$ cat src/rtl/datapath_ctrl.sv
// Instruction sequencer for the regfile/ALU datapath: fetch, decode and
// execute one 16-bit instruction every three cycles from a synchronous ROM.
module datapath_ctrl #(
   parameter int unsigned PC_W     = 8,
   parameter int unsigned RESET_PC = 0
) (
   input  logic            clk,
   input  logic            rst,
   input  logic            start,
   output logic [PC_W-1:0] instr_addr,
   input  logic [15:0]     instr_data,
   input  logic            alu_zero,
   input  logic            alu_carry,
   output logic [2:0]      alu_opcode,
   output logic            alu_en,
   output logic [3:0]      ra_addr,
   output logic [3:0]      rb_addr,
   output logic [3:0]      write_addr,
   output logic [7:0]      user_write_data,
   output logic            write_en,
   output logic            zero_flag,
   output logic            carry_flag,
   output logic            busy,
   output logic            halted
);

   localparam logic [PC_W-1:0] RST_PC = PC_W'(RESET_PC);

   typedef enum logic [2:0] {
      S_IDLE,
      S_FETCH,
      S_DECODE,
      S_EXEC,
      S_HALT
   } state_t;

   state_t          state_q, state_d;
   logic [PC_W-1:0] pc_q, pc_d;
   logic [15:0]     ir_q, ir_d;
   logic            zero_q, zero_d;
   logic            carry_q, carry_d;

   always_ff @(posedge clk or posedge rst) begin
      if (rst) begin
         state_q <= S_IDLE;
         pc_q    <= RST_PC;
         ir_q    <= '0;
         zero_q  <= 1'b0;
         carry_q <= 1'b0;
      end else begin
         state_q <= state_d;
         pc_q    <= pc_d;
         ir_q    <= ir_d;
         zero_q  <= zero_d;
         carry_q <= carry_d;
      end
   end

   // Write strobes are decoded from registered state only, so reset drops them at once.
   always_comb begin
      state_d         = state_q;
      pc_d            = pc_q;
      ir_d            = ir_q;
      zero_d          = zero_q;
      carry_d         = carry_q;
      alu_opcode      = '0;
      alu_en          = 1'b0;
      ra_addr         = '0;
      rb_addr         = '0;
      write_addr      = '0;
      user_write_data = '0;
      write_en        = 1'b0;

      case (state_q)
         S_IDLE, S_HALT: begin
            if (start) begin
               state_d = S_FETCH;
               pc_d    = RST_PC;
               zero_d  = 1'b0;
               carry_d = 1'b0;
            end
         end
         S_FETCH: state_d = S_DECODE;
         S_DECODE: begin
            ir_d    = instr_data;
            state_d = S_EXEC;
         end
         S_EXEC: begin
            alu_opcode = ir_q[14:12];
            ra_addr    = ir_q[7:4];
            rb_addr    = ir_q[3:0];
            state_d    = S_FETCH;
            pc_d       = pc_q + PC_W'(1);
            if (!ir_q[15]) begin
               write_addr = ir_q[11:8];
               alu_en     = 1'b1;
               write_en   = 1'b1;
               zero_d     = alu_zero;
               carry_d    = alu_carry;
            end else begin
               case (ir_q[14:12])
                  3'b000: begin
                     write_addr      = ir_q[11:8];
                     user_write_data = ir_q[7:0];
                     write_en        = 1'b1;
                  end
                  3'b001: pc_d = ir_q[PC_W-1:0];
                  3'b010: if (zero_q)  pc_d = ir_q[PC_W-1:0];
                  3'b011: if (carry_q) pc_d = ir_q[PC_W-1:0];
                  3'b111: begin
                     pc_d    = pc_q;
                     state_d = S_HALT;
                  end
                  default: ;
               endcase
            end
         end
         default: state_d = S_IDLE;
      endcase
   end

   assign instr_addr = pc_q;
   assign zero_flag  = zero_q;
   assign carry_flag = carry_q;
   assign busy       = (state_q == S_FETCH) || (state_q == S_DECODE) || (state_q == S_EXEC);
   assign halted     = (state_q == S_HALT);

endmodule
$ cat config.mk
export PLATFORM = sky130hd
export DESIGN_NAME = datapath_ctrl
export DESIGN_NICKNAME = d
export VERILOG_FILES = /design/src/rtl/datapath_ctrl.sv
export SDC_FILE = /design/constraint.sdc
export NUM_CORES = 1
export LEC_CHECK = 0
export BUFFER_PORTS_ARGS = -buffer_cell sky130_fd_sc_hd__clkbuf_2
export CAP_MARGIN = 30
export CORE_MARGIN = 4
export CORE_UTILIZATION = 49
export DETAILED_ROUTE_END_ITERATION = 10
export GPL_TIMING_DRIVEN = 0
export PLACE_DENSITY = 0.85
export SLEW_MARGIN = 10
export SYNTH_ARGS = -nofsm -noshare
export SYNTH_HDL_FRONTEND = slang
export SYNTH_SLANG_ARGS = --single-unit
export TNS_END_PERCENT = 20
$ cat constraint.sdc
create_clock -name clk -period 2.2 [get_ports clk]
set_clock_uncertainty 0.15 [all_clocks]
set_input_delay 0.11 -clock clk [delete_from_list [all_inputs] [get_ports clk]]
set_output_delay 0.11 -clock clk [all_outputs]
set_load 0.02 [all_outputs]
Word-level counts from Yosys, hierarchy flattened
Index checks and enable logic that the tools add are counted.
{"block": "op_classes", "reduce_logical": 8, "addsub": 1, "n_eq_ne": 11, "mux": 29}
{"cell": "8-bit two-way mux", "count": 7}
{"cell": "8-bit case mux with 4 select lines", "count": 1}
{"cell": "4-bit two-way mux", "count": 5}
{"cell": "8-bit case mux with 2 select lines", "count": 1}
{"cell": "3-bit by 2-bit equality test with 1-bit output (second input constant)", "count": 4}
{"cell": "3-bit two-way mux", "count": 4}
{"cell": "3-bit case mux with 4 select lines", "count": 1}
{"cell": "8-bit by 1-bit adder with 8-bit output (second input constant)", "count": 1}
{"cell": "1-bit two-way mux", "count": 8}
{"cell": "3-bit by 1-bit equality test with 1-bit output (second input constant)", "count": 2}
{"cell": "3-bit equality test (second input constant)", "count": 2}
{"cell": "3-bit logical NOT", "count": 2}
{"cell": "3-bit AND reduction", "count": 2}
{"cell": "2-bit != test (second input constant)", "count": 2}
{"cell": "1-bit case mux with 2 select lines", "count": 2}
{"cell": "3-bit != test (second input constant)", "count": 1}
{"cell": "1-bit logical OR", "count": 2}
{"cell": "2-bit nonzero test", "count": 1}
{"cell": "2-bit OR reduction", "count": 1}
{"block": "word_totals", "out_inout_bits": 37, "reg_bits": 29, "inputBits": 21}

Longest topological paths before layout
{"block": "logic_depth", "word_depth": 5, "mapped_depth": 6, "mapped_depth_nobuf": 5}

Least setup slack after synthesis
Ideal clock, no wire load.
{"block": "synth_path", "kind": "register -> output", "from": "register ir_q[12]", "to": "output port write_addr[0]", "arrival_time_ns": 1.564, "t_required_ns": 1.940, "path_slack_ns": 0.376, "path_stages_with_launch": 4, "n_path_buf": 0, "cell_sequence": "dfrtp_1 > or3_1 > a21oi_1 > and2_1"}
{"block": "synth_via", "elab_chain_len": 4}
{"item": "from (decl)", "line": "39", "source": "logic [15:0] ir_q, ir_d;"}
{"item": "from (signal assigned)", "line": "53", "source": "ir_q <= ir_d;"}
{"item": "3-bit logical NOT", "line": "101", "source": "case (ir_q[14:12])"}
{"item": "4-bit two-way mux", "line": "101"}
{"item": "4-bit two-way mux", "line": "94", "source": "if (!ir_q[15]) begin"}
{"item": "4-bit two-way mux", "line": "74", "source": "case (state_q)"}
{"item": "to (decl)", "line": "18", "source": "output logic [3:0] write_addr,"}
No other way between the ends.

Final worst setup path
{"block": "layout_path", "from": "register state_q[2]", "to": "output port user_write_data[0]"}
{"block": "layout_via", "elab_chain_len": 2}
{"item": "from (decl)", "line": "37", "source": "state_t state_q, state_d;"}
{"item": "from (signal assigned)", "line": "51", "source": "state_q <= state_d;"}
{"item": "3-bit by 2-bit equality test with 1-bit output", "line": "74"}
{"item": "8-bit two-way mux", "line": "74"}
{"item": "to (decl)", "line": "19", "source": "output logic [7:0] user_write_data,"}
No other way between the ends.

==> results.yml <==
cts:
  clock_latency_ns: 0.33
  cts_buffers: 5
  cts.reportedPaths.clkPinSlew_ns: 0.10
  cts_tree: "built"
  cts_setup_buffers: 0
  htree_levels: 2
  clkSinkCount: 29
  max-clock-path-buffers: 2
  clockRootBuffer: "clkbuf_4"
critical_path:
  crit_cells: 4
  critical_path.startpoint_type: "flip-flop"
  worstPathCellList: "nand3b_1, nor4_4, and2_1, clkbuf_2"
  worst_path_required_ns: 1.94
  r2r_cells: 3
  r2r_slack_ns: 0.28
  r2r_end: "ir_q[10]"
  worst_ep_arrival_time_ns: 1.89
  r2r_start: "state_q[2]"
  worst-path-buf-inv: 1
  crit_path_max_incr_delay_ns: 0.45
  critPathSlowestCell: "dfrtp_2"
  family_with_the_most_delay_on_the_worst_path: "simple AND/OR/NAND/NOR gates"
  crit_type: "reg -> out"
  cp-end-kind: "output port"
  path_max_fanout: 8
run_status:
  status: "finished clean"
detailed_routing:
  drc_errors: 0
  avgViaCountPerCell: 5.22
  antenna_left: 0
  wl_um: 4140
  total_number_of_vias: 1472
  firstDrtPassIters: 4
  detail_route.wl_per_cell_um: 14.7
  drt-initial-drc-count: 66
sta:
  finalSetupViolCount: 0
  final_critical_path_setup_slack_ns: 0.0475
  final_max_slew_viol_count: 0
  timing.final.crit_share: 0.978
  worst_pin_slew_ns: 0.621
  final_period_minus_worst_setup_slack_ns: 2.15
  rsz0062_at_grt: "true"
  slew_headroom: 0.584
  fmax_mhz: 465
  hold_viol_final: 0
run:
  cap_viol_max_count: 0
pwr:
  intPower_mw: 1.58
  power_leakage_nw: 1.09
  ir_worst_vdd_uv: 828
  power_density_nw_per_um2: 1330
  power.share.switching: 0.461
  power.share.combinational: 0.527
  seq_power_share: 0.368
  finalPower_mw: 2.93
  power.switching_mw: 1.35
  clock_power_share: 0.104
logic_synthesis:
  synth_top_cell_area_share: 0.466
  yosys_warnings: 0
  synth_sequential_area_ratio: 0.466
  synthDistinctLibCells: 33
  synthesis.area_per_instance_um2: 10.2
  synth_top_area_cell: "dfrtp_1"
  ys_ff_latch: 29
  synthTopCellsByArea: "dfrtp_1 47%, mux2_2 12%, and2_1 10%, mux2i_1 4.5%, o22ai_1 2.8%"
  post_synthesis_cell_count: 152
  postSynthNetCount: 174
  synthesis.area_um2: 1560
cells_and_area:
  multiInputGateArea_um2: 779
  post_route_cells_drive_above_1_share: 0.378
  seqCellArea_um2: 727
  final_core_util: 0.722
  antenna_cells: 0
  flow.area_growth_from_synthesis_pct: 41.5
  post-route-cell-area_um2: 2200
  design.final.nets: 259
  num-fill-cells: 223
die:
  core-area_um2: 3050
  floorplan.die_area_um2: 4150
  chipWidth_um: 64.4
  ioPinCount: 58
  placement_rows: 20
  floorplan.die.height_um: 64.4
  initial_core_util: 0.510
place:
  detailed_place.area_um2: 1930
  gp_congestion: 0.753
  port-buffer-count: 57
  pre_cts_slack_ns: 0.185
  dp_hpwl_um: 2850
global_route:
  antenna_violations_before_repair: 0
  global_route_wire_length_before_repair_um: 7000
  overflow_left_after_global_routing: 0
  pin_count_of_the_biggest_net_entering_global_routing: 18
  grt_use_total: 0.218
  vias_in_the_first_global_route: 1506
hold_path:
  worst_hold_check_path_type: "in -> async"
[cell usage after synthesis]
cell type / n
nor3b_1: 1
a22oi_2: 1
and3b_1: 1
inv_1: 9
and3_1: 2
nor4_2: 1
or3_1: 2
and2_1: 25
nand3_1: 4
dfrtp_1: 29
buf_4: 1
ha_1: 1
clkbuf_1: 2
o22ai_1: 7
nor4_1: 1
mux2i_1: 7
nor2b_1: 1
buf_2: 1
buf_6: 1
nand4_1: 2
xnor2_1: 1
nor2_1: 8
a31oi_1: 5
mux2_2: 16
nor3b_2: 1
nor3_1: 1
o31ai_1: 1
nand3b_1: 1
nand2_1: 9
nand2b_1: 1
a311o_1: 1
o21ai_0: 3
a21oi_1: 5
[registers in the layout (all words and copies together) (netlist names)]
signal / count
zero_flag: 1
carry_flag: 1
instr_addr: 8
state_q: 3
ir_q: 16
[worst max-delay path by stage]
stage / from / to / slack [ns]
after floorplan: ir_q[12] / write_addr[0] / 0.38
after global placement: state_q[2] / user_write_data[0] / 0.22
after detailed placement: state_q[2] / user_write_data[0] / 0.18
after CTS: ir_q[12] / write_addr[3] / 0.03
after global routing: state_q[2] / user_write_data[0] / -0.09
final: state_q[2] / user_write_data[0] / 0.05
[logic make-up (layout without fill, tap and decap cells)]
logic type,after synthesis,in the layout,synth area share
AOI/OAI and AO/OA,23,23,0.0932
muxes,23,23,0.161
buffers and inverters,14,100,0.0418
and+or+nand+nor,61,61,0.225
xor gates and xnor gates,1,1,0.00562
adders and majority gates,1,1,0.00803
DFF,29,29,0.466
[repair_timing]
action	in CTS	in global routing
hold buffers	20	0
hold endpoints to repair	32	0
pin swaps	1	2
setup endpoints to repair	8	22
gates resized for setup	1	10
[placed cells by master, fill, tap and decap left out, types with 3 or more instances in the layout]
cell type	instances
clkbuf_2	56
dfrtp_1	28
and2_1	25
dlygate4sd3_1	20
mux2_2	16
nand2_1	9
inv_1	9
nor2_1	8
o22ai_1	7
mux2i_1	7
a31oi_1	5
clkbuf_4	5
a21oi_1	4
nand3_1	4
buf_6	3
o21ai_0	3
[per-layer routing]
layer,vias to the layer above,global-route usage,wire (µm),share of wire
li1,709,-,-,-
met3,7,0.0756,330,0.080
met5,-,0,0,0
met4,0,0.0844,53,0.013
met1,706,0.251,1660,0.40
met2,50,0.371,2100,0.51
[power by group through the flow]
stage          combinational (mW)  clock, mW  sequential [mW]
5_1_grt                      1.68      0.335             1.13
4_1_cts                      1.52      0.309             1.07
3_3_place_gp                 1.45          0             1.06
3_5_place_dp                 1.47          0             1.08
2_1_floorplan                1.01          0             1.08
6_report                     1.54      0.305             1.08
[cell type report]
type	instances	share of cell area
inverters	9	0.0153
clock buffers	6	0.0187
repair buffers	78	0.238
well taps	44	0.0250
flip-flops and latches	29	0.330
multi-input cells	109	0.354
plain buffers	5	0.0148
clock inverters	2	0.00454
[worst reg2reg max path: stages (launching register included)]
cell     delay, ns
dfrtp_2       0.45
nor3b_2       0.56
buf_4         0.31
mux2_2        0.36
[metrics by stage]
step	TNS [ns]	std cells	hold slack (ns)
after detailed placement	0	254	0.0315
after floorplan	0	152	0.0381
after CTS	0	282	0.219
after global routing	-0.481	282	0.254
final	0	282	0.225
after global placement	0	253	0.173
No activity file was read; power rests on OpenSTA's default activity.
